**config.mk**
```make
export PLATFORM = sky130hd
export DESIGN_NAME = arp_tx_arbiter
export DESIGN_NICKNAME = d
export VERILOG_FILES = /design/src/rtl/arp_tx_arbiter.sv
export SDC_FILE = /design/constraint.sdc
export NUM_CORES = 1
export LEC_CHECK = 0
export CORE_AREA = 5 5 85 87
export CTS_BUF_LIST = sky130_fd_sc_hd__clkbuf_8
export CTS_CLUSTER_SIZE = 40
export DETAILED_ROUTE_END_ITERATION = 16
export DIE_AREA = 0 0 90 92
export SYNTH_ARGS = -nofsm -noshare
export SYNTH_HDL_FRONTEND = slang
export SYNTH_SLANG_ARGS = --single-unit
```
**constraint.sdc**
```tcl
create_clock -name clk -period 7.83 [get_ports clk]
set_clock_uncertainty 0.15 [all_clocks]
set_input_delay 1.1745 -clock clk [delete_from_list [all_inputs] [get_ports clk]]
set_output_delay 1.1745 -clock clk [all_outputs]
set_load 0.01 [all_outputs]
```
**src/rtl/arp_tx_arbiter.sv**
```systemverilog
// Frame-atomic arbiter sharing the ARP transmit byte stream between the response
// and request generators, with inter-frame gap, starvation guard and frame timeout.
module arp_tx_arbiter #(
  parameter int IFG         = 12,
  parameter int MAX_RES_RUN = 4,
  parameter int TIMEOUT     = 2047
) (
  input  logic       clk,
  input  logic       rst_n,
  input  logic       res_req,
  output logic       res_gnt,
  input  logic [7:0] rx_res,
  input  logic       rx_res_en_n,
  input  logic       rx_res_sof_n,
  input  logic       rx_res_eof_n,
  input  logic       req_req,
  output logic       req_gnt,
  input  logic [7:0] rx_req,
  input  logic       rx_req_en_n,
  input  logic       rx_req_sof_n,
  input  logic       rx_req_eof_n,
  output logic [7:0] tx_rr,
  output logic       tx_rr_en_n,
  output logic       tx_rr_sof_n,
  output logic       tx_rr_eof_n,
  output logic       frame_abort
);

  typedef enum logic [1:0] {IDLE, GNT_RES, GNT_REQ, GAP} state_t;

  localparam logic [7:0]  RUN_MAX   = 8'(MAX_RES_RUN);
  localparam logic [15:0] IFG_V     = 16'(IFG);
  localparam logic [10:0] TIMEOUT_V = 11'(TIMEOUT);

  state_t      state_r, state_s;
  logic [7:0]  run_r;
  logic [15:0] gap_r;
  logic [10:0] tcnt_r;
  logic        sent_r;
  logic        res_gnt_r, req_gnt_r;
  logic [7:0]  tx_rr_r;
  logic        tx_en_n_r, tx_sof_n_r, tx_eof_n_r, abort_r;

  logic [7:0]  sel_data_s;
  logic        sel_en_n_s, sel_sof_n_s, sel_eof_n_s;
  logic        in_gnt_s, eof_s, timeout_s, done_s;

  // Select the granted source's byte stream; anything else looks idle.
  always_comb begin
    sel_data_s  = 8'h00;
    sel_en_n_s  = 1'b1;
    sel_sof_n_s = 1'b1;
    sel_eof_n_s = 1'b1;
    case (state_r)
      GNT_RES: begin
        sel_data_s  = rx_res;
        sel_en_n_s  = rx_res_en_n;
        sel_sof_n_s = rx_res_sof_n;
        sel_eof_n_s = rx_res_eof_n;
      end
      GNT_REQ: begin
        sel_data_s  = rx_req;
        sel_en_n_s  = rx_req_en_n;
        sel_sof_n_s = rx_req_sof_n;
        sel_eof_n_s = rx_req_eof_n;
      end
      default: begin
        sel_data_s  = 8'h00;
        sel_en_n_s  = 1'b1;
        sel_sof_n_s = 1'b1;
        sel_eof_n_s = 1'b1;
      end
    endcase
  end

  // An EOF landing on the timeout cycle wins, so that frame ends cleanly.
  assign in_gnt_s  = (state_r == GNT_RES) || (state_r == GNT_REQ);
  assign eof_s     = in_gnt_s && !sel_en_n_s && !sel_eof_n_s;
  assign timeout_s = in_gnt_s && (tcnt_r == TIMEOUT_V) && !eof_s;
  assign done_s    = eof_s || timeout_s;

  // Next-state arbitration with response priority and run-length guard.
  always_comb begin
    state_s = state_r;
    case (state_r)
      IDLE: begin
        if (res_req && !((run_r == RUN_MAX) && req_req)) begin
          state_s = GNT_RES;
        end else if (req_req) begin
          state_s = GNT_REQ;
        end else begin
          state_s = IDLE;
        end
      end
      GNT_RES, GNT_REQ: begin
        if (done_s) begin
          state_s = (IFG_V == 16'd0) ? IDLE : GAP;
        end else begin
          state_s = state_r;
        end
      end
      GAP: begin
        if (gap_r <= 16'd1) begin
          state_s = IDLE;
        end else begin
          state_s = GAP;
        end
      end
      default: state_s = IDLE;
    endcase
  end

  // State and registered grant flags.
  always_ff @(posedge clk or negedge rst_n) begin
    if (!rst_n) begin
      state_r   <= IDLE;
      res_gnt_r <= 1'b0;
      req_gnt_r <= 1'b0;
    end else begin
      state_r   <= state_s;
      res_gnt_r <= (state_s == GNT_RES);
      req_gnt_r <= (state_s == GNT_REQ);
    end
  end

  // Gap, timeout and forwarded-byte tracking.
  always_ff @(posedge clk or negedge rst_n) begin
    if (!rst_n) begin
      gap_r  <= 16'd0;
      tcnt_r <= 11'd0;
      sent_r <= 1'b0;
    end else begin
      if (in_gnt_s && done_s) begin
        gap_r <= IFG_V;
      end else if (state_r == GAP) begin
        gap_r <= gap_r - 16'd1;
      end else begin
        gap_r <= gap_r;
      end
      if (in_gnt_s && !done_s) begin
        tcnt_r <= tcnt_r + 11'd1;
        sent_r <= sent_r || !sel_en_n_s;
      end else begin
        tcnt_r <= 11'd0;
        sent_r <= 1'b0;
      end
    end
  end

  // Consecutive-response run counter used as a starvation guard.
  always_ff @(posedge clk or negedge rst_n) begin
    if (!rst_n) begin
      run_r <= 8'd0;
    end else if ((state_r == IDLE) && (state_s == GNT_REQ)) begin
      run_r <= 8'd0;
    end else if ((state_r == IDLE) && (state_s == GNT_RES) && !req_req) begin
      run_r <= 8'd0;
    end else if ((state_r == GNT_RES) && done_s && req_req && (run_r < RUN_MAX)) begin
      run_r <= run_r + 8'd1;
    end else begin
      run_r <= run_r;
    end
  end

  // Output pipeline stage; a timed-out frame that already started gets a closing beat.
  always_ff @(posedge clk or negedge rst_n) begin
    if (!rst_n) begin
      tx_rr_r    <= 8'h00;
      tx_en_n_r  <= 1'b1;
      tx_sof_n_r <= 1'b1;
      tx_eof_n_r <= 1'b1;
      abort_r    <= 1'b0;
    end else if (timeout_s) begin
      abort_r <= 1'b1;
      if (sent_r || !sel_en_n_s) begin
        tx_rr_r    <= 8'h00;
        tx_en_n_r  <= 1'b0;
        tx_sof_n_r <= 1'b1;
        tx_eof_n_r <= 1'b0;
      end else begin
        tx_rr_r    <= 8'h00;
        tx_en_n_r  <= 1'b1;
        tx_sof_n_r <= 1'b1;
        tx_eof_n_r <= 1'b1;
      end
    end else begin
      abort_r <= 1'b0;
      if (!sel_en_n_s) begin
        tx_rr_r    <= sel_data_s;
        tx_en_n_r  <= 1'b0;
        tx_sof_n_r <= sel_sof_n_s;
        tx_eof_n_r <= sel_eof_n_s;
      end else begin
        tx_rr_r    <= 8'h00;
        tx_en_n_r  <= 1'b1;
        tx_sof_n_r <= 1'b1;
        tx_eof_n_r <= 1'b1;
      end
    end
  end

  assign res_gnt     = res_gnt_r;
  assign req_gnt     = req_gnt_r;
  assign tx_rr       = tx_rr_r;
  assign tx_rr_en_n  = tx_en_n_r;
  assign tx_rr_sof_n = tx_sof_n_r;
  assign tx_rr_eof_n = tx_eof_n_r;
  assign frame_abort = abort_r;

endmodule

```
# --- Word level (Yosys, flattened, before mapping) ---
# Index checks and enable logic that the tools add are counted.
word_totals:
  wordCells: 77
  regBits: 52
  output_inout_bits: 14
op_classes:
  add_sub_neg: 3
  n_eq_ne: 7
  n_reduce_logical: 27
  mux: 26
  n_lt_le_gt_ge: 2
ops:
  columns: ["op", "n"]
  rows:
  - ["8-bit two-way mux", 5]
  - ["16-bit two-way mux", 2]
  - ["16-bit by 1-bit <= comparator with 1-bit output (second input constant)", 1]
  - ["8-bit one-hot mux with 2 select lines", 1]
  - ["16-bit by 1-bit subtractor with 16-bit output (second input constant)", 1]
  - ["1-bit logical AND", 14]
  - ["11-bit by 1-bit adder with 11-bit output (second input constant)", 1]
  - ["11-bit == test (second input constant)", 1]
  - ["11-bit two-way mux", 1]
  - ["1-bit two-way mux", 9]
  - ["8-bit by 1-bit adder with 8-bit output (second input constant)", 1]
  - ["8-bit by 3-bit == test with 1-bit output (second input constant)", 1]
  - ["8-bit by 3-bit < comparator with 1-bit output (second input constant)", 1]
  - ["2-bit two-way mux", 4]
  - ["2-bit == test (second input constant)", 3]
  - ["1-bit logical NOT", 6]
  - ["1-bit one-hot mux with 2 select lines", 3]
  - ["2-bit one-hot mux with 3 select lines", 1]
  - ["2-bit by 1-bit == test with 1-bit output (second input constant)", 2]
  - ["1-bit logical OR", 3]
  - ["3-bit nonzero test", 1]
  - ["2-bit logical NOT", 1]
  - ["2-bit nonzero test", 1]
  - ["2-bit OR reduction", 1]

# --- Longest topological paths before layout ---
logic_depth:
  word_depth: 15
  ltp_mapped: 8
  mapped_depth_nobuf: 8

# --- Least setup slack after synthesis ---
# OpenSTA, ideal clock, no wires.
synth_path:
  path_type: "input to register"
  from: "input req_req"
  to: "register run_r[0]"
  setup_slack_ns: 4.715
  arrival_time_ns: 2.827
  stages: 6
  path_cell_list: "or4b_2 -> o41ai_1 -> and2_1 -> a21o_1 -> a31o_2 -> nor3_1"
synth_between:
  elab_chain_len: 10
  word_cells_on_any_way: 17
  cone_classes: "2 x eq/ne; 5 x mux; 10 x reduce/logical"
synth_lines:
  columns: ["element", "line", "source"]
  rows:
  - ["start, declared", "16", "input logic req_req,"]
  - ["1-bit logical AND", "87", "if (res_req && !((run_r == RUN_MAX) && req_req)) begin"]
  - ["1-bit logical NOT", "87", null]
  - ["1-bit logical AND", "87", null]
  - ["2-bit two-way mux", "87", null]
  - ["2-bit one-hot mux with 3 select lines", "85", "case (state_r)"]
  - ["2-bit by 1-bit == test with 1-bit output", "156", "end else if ((state_r == IDLE) && (state_s == GNT_RES) && !req_req) begin"]
  - ["1-bit logical AND (2 in series)", "156", null]
  - ["8-bit two-way mux", "156", null]
  - ["8-bit two-way mux", "154", "end else if ((state_r == IDLE) && (state_s == GNT_REQ)) begin"]
  - ["end signal, assigned", "159", "run_r <= run_r + 8'd1;"]
  - ["end signal, assigned", "161", "run_r <= run_r;"]
  - ["end, declared", "36", "logic [7:0] run_r;"]
# Parallel ways exist; a longest one is shown, timed or not.
# A chain may end at the register's enable or synchronous reset.

# --- Worst setup path after layout ---
# Ends and elaborated chain as after synthesis.

==> metrics.cfg <==
[status]
status = complete, no violations

[sta]
max_freq_mhz = 279
holdWs_ns = 0.298
slew_headroom_pct = 54.1
finalSetupTns_ns = 0
finalCritPeriodShare_pct = 45.8
setup_slack_ns = 4.24
rsz0062_at_grt = false
worstMarginPinSlew_ns = 0.689
finalHoldViolCount = 0
fin_crit_ns = 3.59
final-max-slew-violation-count = 0
setup_viol = 0

[clocking]
htreeDepth = 2
cts-root-buf = clkbuf_8
clkSinkCount = 52
cts_resized = 0
path_clk_slew_ns = 0.09
cts_hold_buf = 0
insertion_delay_ns = 0.30
cts_setup_buffers = 0
tritoncts = built
cts_made_buffers = 5
ctsLongestPathBuffers = 2

[floorplan]
fp.dieW_um = 90
dieHeight_um = 92
coreArea_um2 = 6280
start_util_pct = 39.4
fp.dieArea_um2 = 8280
num_rows = 29
io_pins = 40

[synthesis]
syn_avg_cell_area_um2 = 10.7
synth_area_um2 = 2470
ys_async_sr_fraction_pct = 100
yosysTopAreaCell = dfrtp_1
yosysSeqAreaShare_pct = 52.8
synthTopCellsByArea = dfrtp_1 50%, nor2_1 5.9%, ha_1 5.1%, xnor2_1 4.6%, dfstp_2 3.2%
synth_edf_count = 0
synth_cells = 232
synth_common_cells = 49 x dfrtp_1, 39 x nor2_1, 13 x xnor2_1, 12 x nand2_1, 10 x ha_1
yosysWarnings = 0
synth_flop_cell = dfrtp_1
synth_cell_types = 46
synth-seq-cells = 52
yosys.area.top_type_share_pct = 49.6
syn_nets = 268
synth.most_common_cell = dfrtp_1

[place]
place_congestion = 0.742
placed_cells = 345
dp_slack_ns = 3.92
dpl_cell_area_um2 = 2950
dp_hpwl_mm = 3.67
io_buffers = 39

[worst_setup_path]
rr_worst_depth = 6
critPathMaxFanout = 8
worstReg2RegStart = gap_r[10]
crit_type = input port to flip-flop
crit_path_end_kind = flip-flop
crit_arrival_ns = 3.60
required_ns = 7.85
cp-startpoint = req_req
cp-start-kind = input port

[grt]
antenna_found_initial = 0
grt_max_degree = 53
overflow = 0
grt_use_total_pct = 13.0
grt_pass1_wl_mm = 8.91
first_global_vias = 1822

[power]
pwr_density_cell_nw_per_um2 = 321
sequentialPowerShare_pct = 37.8
swShare_pct = 39.0
total_power_mw = 0.977
power.share.combinational_pct = 46.6
p_leak_nw = 1.35
p_sw_mw = 0.381
peakVddDrop_mv = 0.154
p_clk_share_pct = 15.6
p_int_mw = 0.596

[cells_and_area]
finalNetCount = 311
fill_cells = 587
area_growth_pct = 23.0
finish.instance_area_um2 = 3040
fin_util_pct = 48.5
diodes = 0
drive_gt1_share_pct = 10.5
stdcell_count = 353

[drt]
vias = 1773
post_drt_via_cell_ratio = 5.02
drtAntennaViolNets = 0
drcViolationCount = 0
wl_mm = 5.02
wl_per_cell_um = 14.2
drt_iter0_drc = 82
dr.pass1.iters = 5

[hold_path]
holdPathStages = 1
min_from = sent_r
hp-class = flip-flop to flip-flop

[flow_run]
drv_cap = 0

[worst paths after layout]
| path | end | slack [ns] |
|---|---|---|
| min reg2reg | tx_rr_en_n | 0.30 |
| max in group asynchronous | tcnt_r[2] | 6.26 |
| min in group asynchronous | tcnt_r[7] | 0.82 |
| max | run_r[0] | 4.24 |
| min | tx_rr_en_n | 0.30 |
| max reg2reg | run_r[0] | 4.90 |
[power groups by stage]
stage	Combinational, mW	Sequential [mW]	Clock, mW
after floorplan	0.294	0.383	0
after global placement	0.458	0.373	0
after detailed placement	0.465	0.375	0
after CTS	0.466	0.370	0.161
after global routing	0.515	0.379	0.173
final	0.456	0.369	0.152
[registers in the layout, indices dropped and copies added, names as in the netlist]
signal / count
gap_r: 16
tcnt_r: 11
run_r: 8
req_gnt: 1
tx_rr: 8
res_gnt: 1
tx_rr_eof_n: 1
tx_rr_en_n: 1
tx_rr_sof_n: 1
sent_r: 1
state_r: 2
frame_abort: 1
[critical path, cell delays in order]
cell and delay [ns]:
clkdlybuf4s50_1 0.53, or4b_2 0.62, o41ai_1 0.44, and2_1 0.32, a21o_1 0.17, a31o_2 0.26
nor3_1 0.09
[metal layers]
metal  wire, um  track usage [%]
met1       2350             17.3
met3        143             3.03
met5          0                0
met4         51             3.60
met2       2470             21.3
[area by class of cell]
type | count | area, um^2 | area share (%)
multi-input combinational | 167 | 1120 | 36.8
inverter | 8 | 30.0 | 0.987
timing repair buffer | 41 | 400 | 13.2
clock buffer | 6 | 82.6 | 2.71
clock inverter | 2 | 7.51 | 0.247
tap | 77 | 96.3 | 3.17
sequential | 52 | 1310 | 42.9
[placed cells by master, fill, tap and decap left out, types with 3 or more instances in the layout]
cell type        count
dfrtp_1             49
nor2_1              39
clkdlybuf4s50_1     38
xnor2_1             13
nand2_1             12
inv_1               10
ha_1                10
nor3_1               9
a22oi_1              9
a21oi_1              8
xor2_1               8
o21ai_0              6
clkbuf_8             6
nand3_1              5
nor3b_1              5
and3_1               4
dfstp_2              3
[logic make-up (layout without fill, tap and decap cells)]
| group | after synthesis | after routing | synth area share [%] |
|---|---|---|---|
| compound gates | 39 | 39 | 11.0 |
| xor+xnor | 21 | 21 | 7.44 |
| fa+ha+maj | 10 | 10 | 5.06 |
| buf+inv | 13 | 57 | 1.97 |
| flops | 52 | 52 | 52.8 |
| mux | 1 | 1 | 0.405 |
| simple gates | 96 | 96 | 21.3 |
Power figures use the tool's default switching activity.
